File: src/rtl/sb_rdi_pkg.sv
// Shared types and constants for the sideband RX decoder.
// Header field overlay, FSM encoding and RDI message mapping.
package sb_rdi_pkg;

  typedef enum logic [2:0] {
    IDLE             = 3'b000,
    FIFO_READ        = 3'b001,
    DECODING         = 3'b011,
    RDI_MSG          = 3'b010,
    ADAPTER_MSG      = 3'b110,
    ERROR_REPORT     = 3'b111,
    MSG_WITHOUT_DATA = 3'b101,
    MSG_WITH_DATA    = 3'b100
  } state_e;

  localparam logic [4:0] OPC_MSG_NO_DATA = 5'b10010;
  localparam logic [4:0] OPC_MSG_DATA    = 5'b11011;

  localparam logic [2:0] DST_PHY = 3'b110;
  localparam logic [2:0] DST_D2D = 3'b001;

  localparam logic [7:0] MC_REQ = 8'h01;
  localparam logic [7:0] MC_RSP = 8'h02;

  localparam logic [7:0] SC_ACTIVE    = 8'h01;
  localparam logic [7:0] SC_PMNAK     = 8'h02;
  localparam logic [7:0] SC_L1        = 8'h04;
  localparam logic [7:0] SC_L2        = 8'h08;
  localparam logic [7:0] SC_LINKRESET = 8'h09;
  localparam logic [7:0] SC_LINKERROR = 8'h0A;
  localparam logic [7:0] SC_RETRAIN   = 8'h0B;
  localparam logic [7:0] SC_DISABLE   = 8'h0C;

  typedef struct packed {
    logic       dp;
    logic       cp;
    logic [2:0] rsv3;
    logic [2:0] dstid;
    logic [15:0] rsv2;
    logic [7:0] msgsub;
    logic [2:0] srcid;
    logic [6:0] rsv1;
    logic [7:0] msgcode;
    logic [8:0] rsv0;
    logic [4:0] opcode;
  } hdr_t;

  function automatic hdr_t get_hdr(input logic [63:0] w);
    return hdr_t'(w);
  endfunction

  // 0 means the code/subcode pair is not a legal RDI message
  function automatic logic [3:0] rdi_msg_no(
    input logic [7:0] mc,
    input logic [7:0] sc
  );
    logic [3:0] n;
    n = 4'd0;
    if (mc == MC_REQ) begin
      case (sc)
        SC_ACTIVE:    n = 4'd1;
        SC_L1:        n = 4'd2;
        SC_L2:        n = 4'd3;
        SC_LINKRESET: n = 4'd4;
        SC_LINKERROR: n = 4'd5;
        SC_RETRAIN:   n = 4'd6;
        SC_DISABLE:   n = 4'd7;
        default:      n = 4'd0;
      endcase
    end else if (mc == MC_RSP) begin
      case (sc)
        SC_ACTIVE:    n = 4'd8;
        SC_PMNAK:     n = 4'd9;
        SC_L1:        n = 4'd10;
        SC_L2:        n = 4'd11;
        SC_LINKRESET: n = 4'd12;
        SC_LINKERROR: n = 4'd13;
        SC_RETRAIN:   n = 4'd14;
        SC_DISABLE:   n = 4'd15;
        default:      n = 4'd0;
      endcase
    end
    return n;
  endfunction

endpackage

File: src/rtl/sb_rdi_decoder_if.sv
// Deserializer / adapter / RDI signal bundle for the decoder.
// slave = decoder side, master = environment side.
interface sb_rdi_decoder_if;
  logic        i_adapter_is_full;
  logic        i_clk_is_ungated;
  logic        i_adapter_is_waked_up;
  logic        i_deser_done;
  logic [63:0] i_deser_data;
  logic        o_deser_done_sampled;
  logic [31:0] o_pl_cfg;
  logic        o_pl_cfg_vld;
  logic        o_pl_nerror;
  logic        o_wake_adapter;
  logic        o_msg_valid;
  logic [3:0]  o_msg_no;

  modport slave (
    input  i_adapter_is_full, i_clk_is_ungated,
    input  i_adapter_is_waked_up, i_deser_done,
    input  i_deser_data,
    output o_deser_done_sampled, o_pl_cfg,
    output o_pl_cfg_vld, o_pl_nerror,
    output o_wake_adapter, o_msg_valid, o_msg_no
  );

  modport master (
    output i_adapter_is_full, i_clk_is_ungated,
    output i_adapter_is_waked_up, i_deser_done,
    output i_deser_data,
    input  o_deser_done_sampled, o_pl_cfg,
    input  o_pl_cfg_vld, o_pl_nerror,
    input  o_wake_adapter, o_msg_valid, o_msg_no
  );
endinterface

File: src/rtl/sb_rx_fifo.sv
// 64-bit synchronous RX FIFO, show-ahead read data.
// Full/empty come from an extra wrap bit on each pointer.
module sb_rx_fifo #(
  parameter int FIFO_DEPTH = 4
) (
  input  logic        i_clk,
  input  logic        i_rst_n,
  input  logic        push_i,
  input  logic [63:0] wdata_i,
  input  logic        pop_i,
  output logic [63:0] rdata_o,
  output logic        full_o,
  output logic        empty_o
);
  localparam int AW = (FIFO_DEPTH > 1) ? $clog2(FIFO_DEPTH) : 1;

  logic [AW:0] wptr_q, rptr_q;
  logic [63:0] mem_q [FIFO_DEPTH];
  logic        do_push, do_pop;

  assign empty_o = (wptr_q == rptr_q);
  assign full_o  = (wptr_q[AW] != rptr_q[AW]) &&
                   (wptr_q[AW-1:0] == rptr_q[AW-1:0]);
  assign do_push = push_i & ~full_o;
  assign do_pop  = pop_i & ~empty_o;
  assign rdata_o = mem_q[rptr_q[AW-1:0]];

  always_ff @(posedge i_clk or negedge i_rst_n) begin
    if (!i_rst_n) begin
      wptr_q <= '0;
      rptr_q <= '0;
    end else begin
      if (do_push) wptr_q <= wptr_q + 1'b1;
      if (do_pop)  rptr_q <= rptr_q + 1'b1;
    end
  end

  always_ff @(posedge i_clk or negedge i_rst_n) begin
    if (!i_rst_n) begin
      for (int i = 0; i < FIFO_DEPTH; i++) mem_q[i] <= '0;
    end else if (do_push) begin
      mem_q[wptr_q[AW-1:0]] <= wdata_i;
    end
  end
endmodule

File: src/rtl/sb_rdi_decoder.sv
// Sideband RX decoder: captures deserialized words, decodes headers,
// emits RDI message numbers or forwards adapter beats.
module sb_rdi_decoder #(
  parameter int FIFO_DEPTH = 4
) (
  input logic             i_clk,
  input logic             i_rst_n,
  sb_rdi_decoder_if.slave sb
);
  import sb_rdi_pkg::*;

  logic        done_q, pend_q, ack_q;
  logic        rise, push, pop, full, empty;
  logic [63:0] rdata;

  state_e      state_q;
  logic [63:0] hdr_q, dat_q;
  hdr_t        h;
  logic [3:0]  rdi_no;
  logic [1:0]  beat_q;
  logic        have_q, woken_q;
  logic        cfg_vld_q, nerr_q, wake_q, msg_vld_q;
  logic [31:0] cfg_q;
  logic [3:0]  msg_no_q;
  logic        ready;

  assign rise = sb.i_deser_done & ~done_q;
  assign push = pend_q & ~full;

  always_ff @(posedge i_clk or negedge i_rst_n) begin
    if (!i_rst_n) begin
      done_q <= 1'b0;
      pend_q <= 1'b0;
      ack_q  <= 1'b0;
    end else begin
      done_q <= sb.i_deser_done;
      pend_q <= rise | (pend_q & full);
      ack_q  <= push;
    end
  end

  assign pop = (state_q == FIFO_READ) |
               ((state_q == MSG_WITH_DATA) & beat_q[1] &
                ~have_q & ~empty);

  sb_rx_fifo #(.FIFO_DEPTH(FIFO_DEPTH)) u_fifo (
    .i_clk   (i_clk),
    .i_rst_n (i_rst_n),
    .push_i  (push),
    .wdata_i (sb.i_deser_data),
    .pop_i   (pop),
    .rdata_o (rdata),
    .full_o  (full),
    .empty_o (empty)
  );

  assign h      = get_hdr(hdr_q);
  assign rdi_no = rdi_msg_no(h.msgcode, h.msgsub);
  assign ready  = (sb.i_clk_is_ungated | woken_q) &
                  ~sb.i_adapter_is_full;

  always_ff @(posedge i_clk or negedge i_rst_n) begin
    if (!i_rst_n) begin
      state_q   <= IDLE;
      hdr_q     <= '0;
      dat_q     <= '0;
      beat_q    <= '0;
      have_q    <= 1'b0;
      woken_q   <= 1'b0;
      cfg_vld_q <= 1'b0;
      cfg_q     <= '0;
      nerr_q    <= 1'b0;
      wake_q    <= 1'b0;
      msg_vld_q <= 1'b0;
      msg_no_q  <= '0;
    end else begin
      cfg_vld_q <= 1'b0;
      nerr_q    <= 1'b0;
      msg_vld_q <= 1'b0;
      unique case (state_q)
        IDLE: begin
          woken_q <= 1'b0;
          if (!empty) state_q <= FIFO_READ;
        end
        FIFO_READ: begin
          hdr_q   <= rdata;
          state_q <= DECODING;
        end
        DECODING: begin
          if (h.dstid == DST_PHY && h.opcode == OPC_MSG_NO_DATA &&
              rdi_no != 4'd0)
            state_q <= RDI_MSG;
          else if (h.dstid == DST_D2D &&
                   (h.opcode == OPC_MSG_NO_DATA ||
                    h.opcode == OPC_MSG_DATA))
            state_q <= ADAPTER_MSG;
          else
            state_q <= ERROR_REPORT;
        end
        RDI_MSG: begin
          msg_vld_q <= 1'b1;
          msg_no_q  <= rdi_no;
          state_q   <= IDLE;
        end
        ADAPTER_MSG: begin
          if (sb.i_adapter_is_waked_up) woken_q <= 1'b1;
          // request wake only while the clock is gated and no ack yet
          wake_q <= ~sb.i_clk_is_ungated & ~woken_q &
                    ~sb.i_adapter_is_waked_up;
          if (ready) begin
            beat_q  <= '0;
            state_q <= (h.opcode == OPC_MSG_NO_DATA) ?
                       MSG_WITHOUT_DATA : MSG_WITH_DATA;
          end
        end
        MSG_WITHOUT_DATA: begin
          if (!sb.i_adapter_is_full) begin
            cfg_vld_q <= 1'b1;
            cfg_q     <= beat_q[0] ? hdr_q[63:32] : hdr_q[31:0];
            if (beat_q[0]) state_q <= IDLE;
            else           beat_q  <= beat_q + 2'd1;
          end
        end
        MSG_WITH_DATA: begin
          if (beat_q[1] && !have_q) begin
            if (!empty) begin
              dat_q  <= rdata;
              have_q <= 1'b1;
            end
          end else if (!sb.i_adapter_is_full) begin
            cfg_vld_q <= 1'b1;
            if (beat_q[1])
              cfg_q <= beat_q[0] ? dat_q[63:32] : dat_q[31:0];
            else
              cfg_q <= beat_q[0] ? hdr_q[63:32] : hdr_q[31:0];
            if (beat_q == 2'd3) begin
              have_q  <= 1'b0;
              state_q <= IDLE;
            end else begin
              beat_q <= beat_q + 2'd1;
            end
          end
        end
        ERROR_REPORT: begin
          nerr_q  <= 1'b1;
          state_q <= IDLE;
        end
      endcase
    end
  end

  assign sb.o_deser_done_sampled = ack_q;
  assign sb.o_pl_cfg             = cfg_q;
  assign sb.o_pl_cfg_vld         = cfg_vld_q;
  assign sb.o_pl_nerror          = nerr_q;
  assign sb.o_wake_adapter       = wake_q;
  assign sb.o_msg_valid          = msg_vld_q;
  assign sb.o_msg_no             = msg_no_q;
endmodule

File: src/flat_wrapper.sv
// flat-port wrapper written by rule: the top's interface ports become plain ports
module sb_rdi_decoder_flat import sb_rdi_pkg::*;
#(
  parameter int FIFO_DEPTH = 4
)
  (i_clk, i_rst_n, sb_i_adapter_is_full, sb_i_clk_is_ungated, sb_i_adapter_is_waked_up, sb_i_deser_done, sb_i_deser_data, sb_o_deser_done_sampled, sb_o_pl_cfg, sb_o_pl_cfg_vld, sb_o_pl_nerror, sb_o_wake_adapter, sb_o_msg_valid, sb_o_msg_no);
  sb_rdi_decoder_if sb_i ();
  input logic i_clk;
  input logic i_rst_n;
  input wire logic [$bits(sb_i.i_adapter_is_full)-1:0] sb_i_adapter_is_full;
  input wire logic [$bits(sb_i.i_clk_is_ungated)-1:0] sb_i_clk_is_ungated;
  input wire logic [$bits(sb_i.i_adapter_is_waked_up)-1:0] sb_i_adapter_is_waked_up;
  input wire logic [$bits(sb_i.i_deser_done)-1:0] sb_i_deser_done;
  input wire logic [$bits(sb_i.i_deser_data)-1:0] sb_i_deser_data;
  output wire logic [$bits(sb_i.o_deser_done_sampled)-1:0] sb_o_deser_done_sampled;
  output wire logic [$bits(sb_i.o_pl_cfg)-1:0] sb_o_pl_cfg;
  output wire logic [$bits(sb_i.o_pl_cfg_vld)-1:0] sb_o_pl_cfg_vld;
  output wire logic [$bits(sb_i.o_pl_nerror)-1:0] sb_o_pl_nerror;
  output wire logic [$bits(sb_i.o_wake_adapter)-1:0] sb_o_wake_adapter;
  output wire logic [$bits(sb_i.o_msg_valid)-1:0] sb_o_msg_valid;
  output wire logic [$bits(sb_i.o_msg_no)-1:0] sb_o_msg_no;
  assign sb_i.i_adapter_is_full = sb_i_adapter_is_full;
  assign sb_i.i_clk_is_ungated = sb_i_clk_is_ungated;
  assign sb_i.i_adapter_is_waked_up = sb_i_adapter_is_waked_up;
  assign sb_i.i_deser_done = sb_i_deser_done;
  assign sb_i.i_deser_data = sb_i_deser_data;
  assign sb_o_deser_done_sampled = sb_i.o_deser_done_sampled;
  assign sb_o_pl_cfg = sb_i.o_pl_cfg;
  assign sb_o_pl_cfg_vld = sb_i.o_pl_cfg_vld;
  assign sb_o_pl_nerror = sb_i.o_pl_nerror;
  assign sb_o_wake_adapter = sb_i.o_wake_adapter;
  assign sb_o_msg_valid = sb_i.o_msg_valid;
  assign sb_o_msg_no = sb_i.o_msg_no;
  sb_rdi_decoder #(.FIFO_DEPTH(FIFO_DEPTH)) u_core (.i_clk(i_clk), .i_rst_n(i_rst_n), .sb(sb_i));
endmodule
File: config.mk
export PLATFORM = sky130hd
export DESIGN_NAME = sb_rdi_decoder_flat
export DESIGN_NICKNAME = d
export VERILOG_FILES = /design/src/rtl/sb_rdi_pkg.sv /design/src/rtl/sb_rdi_decoder_if.sv /design/src/rtl/sb_rx_fifo.sv /design/src/rtl/sb_rdi_decoder.sv /design/src/flat_wrapper.sv
export SDC_FILE = /design/constraint.sdc
export NUM_CORES = 1
export LEC_CHECK = 0
export ABC_AREA = 1
export CORE_MARGIN = 2
export CORE_UTILIZATION = 54
export DETAILED_ROUTE_END_ITERATION = 12
export GPL_ROUTABILITY_DRIVEN = 0
export PLACE_DENSITY_LB_ADDON = 0.12
export SLEW_MARGIN = 20
export SYNTH_ARGS = -nofsm -noshare
export SYNTH_HDL_FRONTEND = slang
export SYNTH_SLANG_ARGS = --single-unit
File: constraint.sdc
create_clock -name i_clk -period 1.7 [get_ports i_clk]
set_input_delay 0.17 -clock i_clk [delete_from_list [all_inputs] [get_ports i_clk]]
set_output_delay 0.17 -clock i_clk [all_outputs]
set_load 0.01 [all_outputs]
==> flow_summary.json <==
{
  "root_buffer_cell": "sky130_fd_sc_hd__clkbuf_16",
  "post_synthesis_sequential_element_count": 440,
  "yosys.area.top_type_share_pct": 56.9,
  "power.sequential.fraction_pct": 34.0,
  "met3_wirelength_um": 4550,
  "first_pass_iters": 5,
  "finalWorstPathRequiredPeriod_ns": 1.79,
  "p_switching_mw": 20.8,
  "finalHoldViolCount": 0,
  "grt_remaining_overflow": 0,
  "cp_cell_sequence": "nor2_2 -> inv_2 -> nor2_4 -> nand2_2 -> o31ai_2 -> buf_4 -> a21oi_4 -> buf_12 -> clkbuf_16 -> nor2_2 -> a21oi_1",
  "cp.required_ns": 2.12,
  "initial_core_util_pct": 54.7,
  "cts-root-to-sink-buffers": 3,
  "synth_sequential_area_ratio_pct": 56.9,
  "reg2reg_to": "u_core.sb.o_pl_cfg[22]",
  "worst-path-buf-inv": 4,
  "antenna_found_initial": 0,
  "timing.final.setup_violations": 151,
  "fmax_mhz": 558,
  "routed.top_layer": "met4",
  "power_report.internal_total_mw": 31.9,
  "placementRows": 69,
  "multi_input_comb_area_um2": 7560,
  "synth_nets": 2312,
  "worst_slew_margin_rel_pct": 67.6,
  "combPwrFrac_pct": 46.7,
  "async_reset_ff_share_pct": 100,
  "worst_clock_skew_ns": 0.0164,
  "dpl.cell_count": 2797,
  "post_synth_num_cell_types": 35,
  "path_max_fanout": 13,
  "start_kind": "flip-flop",
  "postSynth.topFlopCell": "sky130_fd_sc_hd__dfrtp_1",
  "cts_max_level": 2,
  "p_leak_nw": 11.6,
  "initialDrtViolationCount": 1458,
  "layout.cells.non_filler": 2933,
  "count_of_flip_flops_with_a_built_in_enable_after_synthesis": 0,
  "cp_data_arrival_time_ns": 2.21,
  "wl_um": 58100,
  "vias_per_cell": 5.72,
  "rr_worst_depth": 11,
  "switching_share_pct": 39.4,
  "tritoncts": "built",
  "reg2reg_from": "u_core.state_q[1]",
  "clkSinkCount": 440,
  "postSynthCellCount": 2230,
  "worstSetupEndpointType": "flip-flop",
  "fillerInstances": 2705,
  "numPortBuffers": 110,
  "placeable_core_region_um2": 35400,
  "worst-r2r-setup-slack_ns": -0.09,
  "place_worst_setup_slack_ns": -0.127,
  "netlist_area_um2": 19300,
  "timing.critical_path.mode_cell": "sky130_fd_sc_hd__nor2_2",
  "critPathSlowestCell": "sky130_fd_sc_hd__dfrtp_2",
  "final_nets": 2519,
  "setup_slack_ns": -0.0917,
  "clkTransAtPathRegs_ns": 0.06,
  "wl_per_cell_um": 19.8,
  "ant_nets": 0,
  "report.power.total_mw": 52.7,
  "setup-tns-final_ns": -3.54,
  "final_max_slew_viol_count": 0,
  "seqCellArea_um2": 11000,
  "ys_warn_count": 0,
  "route.layer.met1.wl_um": 24100,
  "fp.dieArea_um2": 37400,
  "hp-class": "in2async",
  "failed_checks": "negative setup slack",
  "hold-worst-slack_ns": 0.112,
  "drv_cap": 0,
  "grt_max_degree": 68,
  "flow.area_growth_from_synthesis_pct": 29.2,
  "clk_latency_ns": 0.56,
  "cp_top_family": "buffers and inverters",
  "synth_most_common_cell": "sky130_fd_sc_hd__nand2_1",
  "yosys-top-cells-count": "sky130_fd_sc_hd__nand2_1, sky130_fd_sc_hd__dfrtp_1, sky130_fd_sc_hd__o21ai_0",
  "drive_above_1_share_pct": 17.0,
  "die_height_um": 193,
  "rsz0062_at_grt": "true",
  "vias": 16800,
  "timing.setup.critical_path_class": "reg2reg",
  "timing.critical_path.slowest_cell_delay_ns": 0.41,
  "min_period_over_period_pct": 105,
  "worst_tran_pin_value_ns": 0.480,
  "grt_pass1_vias": 15900,
  "insertedDiodeCount": 0,
  "cts_made_buffers": 46,
  "drc": 0,
  "i_o_pins": 111,
  "grt.total_usage_pct": 28.5,
  "pwr_density_cell_nw_per_um2": 2110,
  "die_x_um": 193,
  "peak_supply_drop_uv": 1390,
  "clock_power_share_pct": 19.3,
  "status": "finished, violations left",
  "met2_length_um": 27700,
  "estimated_wirelength_of_the_detail_placed_design_um": 34000,
  "yosysTopAreaCell": "sky130_fd_sc_hd__dfrtp_1",
  "synth_area_leaders": "sky130_fd_sc_hd__dfrtp_1, sky130_fd_sc_hd__nand2_1, sky130_fd_sc_hd__o21ai_0, sky130_fd_sc_hd__o21ai_1, sky130_fd_sc_hd__nor2_1",
  "grt_first_pass_wirelength_um": 85500,
  "syn_avg_cell_area_um2": 8.67
}
repair_timing:
| item | CTS | global route |
|---|---|---|
| pin swaps | 3 | 25 |
| cloned | 7 | 28 |
| setup buffers | 10 | 9 |
| hold endpoints to repair | 408 | 0 |
| endpoints found under the setup margin | 332 | 398 |
| hold buffers | 1 | 0 |
| resized for setup | 34 | 174 |
per-stage QoR:
step | area (um^2) | util (%)
2_1_floorplan | 19300 | -
3_3_place_gp | 21900 | 61.9
3_5_place_dp | 21900 | 61.9
4_1_cts | 23800 | 67.3
5_1_grt | 25000 | 70.6
6_report | 25000 | 70.6
how the worst max path moves through the flow:
stage / to / slack, ns / depth (start not counted) / startpoint
after floorplan: u_core.state_q[2] / 0.11 / 16 / u_core.h[32]
after global placement: u_core.u_fifo.mem_q[144] / -0.05 / 10 / u_core.u_fifo.rptr_q[1]
after detailed placement: u_core.u_fifo.mem_q[151] / -0.13 / 10 / u_core.u_fifo.rptr_q[1]
after CTS: u_core.h[22] / -0.04 / 6 / u_core.u_fifo.rptr_q[0]
after global routing: u_core.sb.o_pl_cfg[27] / -0.17 / 11 / u_core.state_q[0]
final: u_core.sb.o_pl_cfg[22] / -0.09 / 11 / u_core.state_q[1]
power groups by stage:
stage / logic [mW] / clock network (mW) / registers, mW
CTS: 21.6 / 10.2 / 17.6
global route: 26.8 / 10.7 / 18.4
finish: 24.6 / 10.2 / 17.9
global placement: 20.2 / 0 / 17.6
detailed placement: 20.7 / 0 / 17.8
floorplan: 11.7 / 0 / 17.3
placed cells by master, fill, tap and decap left out, types with 5 or more instances in the layout:
cell type / count
sky130_fd_sc_hd__nand2_1: 540
sky130_fd_sc_hd__dfrtp_1: 435
sky130_fd_sc_hd__o21ai_1: 283
sky130_fd_sc_hd__o21ai_0: 233
sky130_fd_sc_hd__nor2_1: 157
sky130_fd_sc_hd__inv_1: 142
sky130_fd_sc_hd__buf_4: 113
sky130_fd_sc_hd__clkdlybuf4s50_1: 109
sky130_fd_sc_hd__clkbuf_16: 68
sky130_fd_sc_hd__o22ai_1: 59
sky130_fd_sc_hd__buf_12: 41
sky130_fd_sc_hd__o211ai_1: 31
sky130_fd_sc_hd__mux2_2: 29
sky130_fd_sc_hd__a21oi_2: 21
sky130_fd_sc_hd__nor2_4: 20
sky130_fd_sc_hd__a21oi_1: 18
sky130_fd_sc_hd__nor2_2: 16
sky130_fd_sc_hd__clkinv_2: 13
sky130_fd_sc_hd__nand3_1: 11
sky130_fd_sc_hd__inv_2: 9
sky130_fd_sc_hd__o21ai_2: 9
sky130_fd_sc_hd__ha_1: 9
sky130_fd_sc_hd__clkbuf_8: 9
sky130_fd_sc_hd__buf_16: 9
sky130_fd_sc_hd__nand2_2: 8
sky130_fd_sc_hd__clkbuf_1: 8
sky130_fd_sc_hd__buf_6: 8
sky130_fd_sc_hd__o22ai_2: 7
sky130_fd_sc_hd__nand2_8: 5
sky130_fd_sc_hd__buf_8: 5
flip-flops by register name, summed over array words and instances (netlist names), 2 cells and up:
register,flops
u_core.dat_q,64
u_core.u_fifo.rptr_q,3
u_core.u_fifo.wptr_q,3
u_core.beat_q,2
u_core.sb.o_pl_cfg,32
u_core.state_q,3
u_core.h,64
u_core.sb.o_msg_no,4
u_core.u_fifo.mem_q,256
layer usage:
metal | vias to the layer above | global-route usage, %
met5 | - | 0
met4 | 0 | 7.92
met3 | 109 | 5.47
met2 | 630 | 45.4
met1 | 8265 | 40.3
li1 | 7769 | -
layout make-up:
cell class              instances  area share (%)
repair inverters                1          0.0351
well taps                     461            2.31
flip-flops and latches        440            44.1
inverters                     156            2.44
multi-input cells            1486            30.3
clock buffers                  66            5.52
clock inverters                17           0.561
repair buffers                306            14.8
cell families (layout without fill, tap and decap cells):
family | Yosys count | count (layout) | synth area share (%)
xor gates and xnor gates | 6 | 6 | 0.272
buffers and inverters | 306 | 546 | 6.79
DFF | 440 | 440 | 56.9
adders and majority gates | 12 | 12 | 0.776
muxes | 29 | 29 | 1.69
AOI/OAI and AO/OA | 667 | 667 | 18.2
and+or+nand+nor | 770 | 772 | 15.4
No activity file was read; power rests on OpenSTA's default activity.
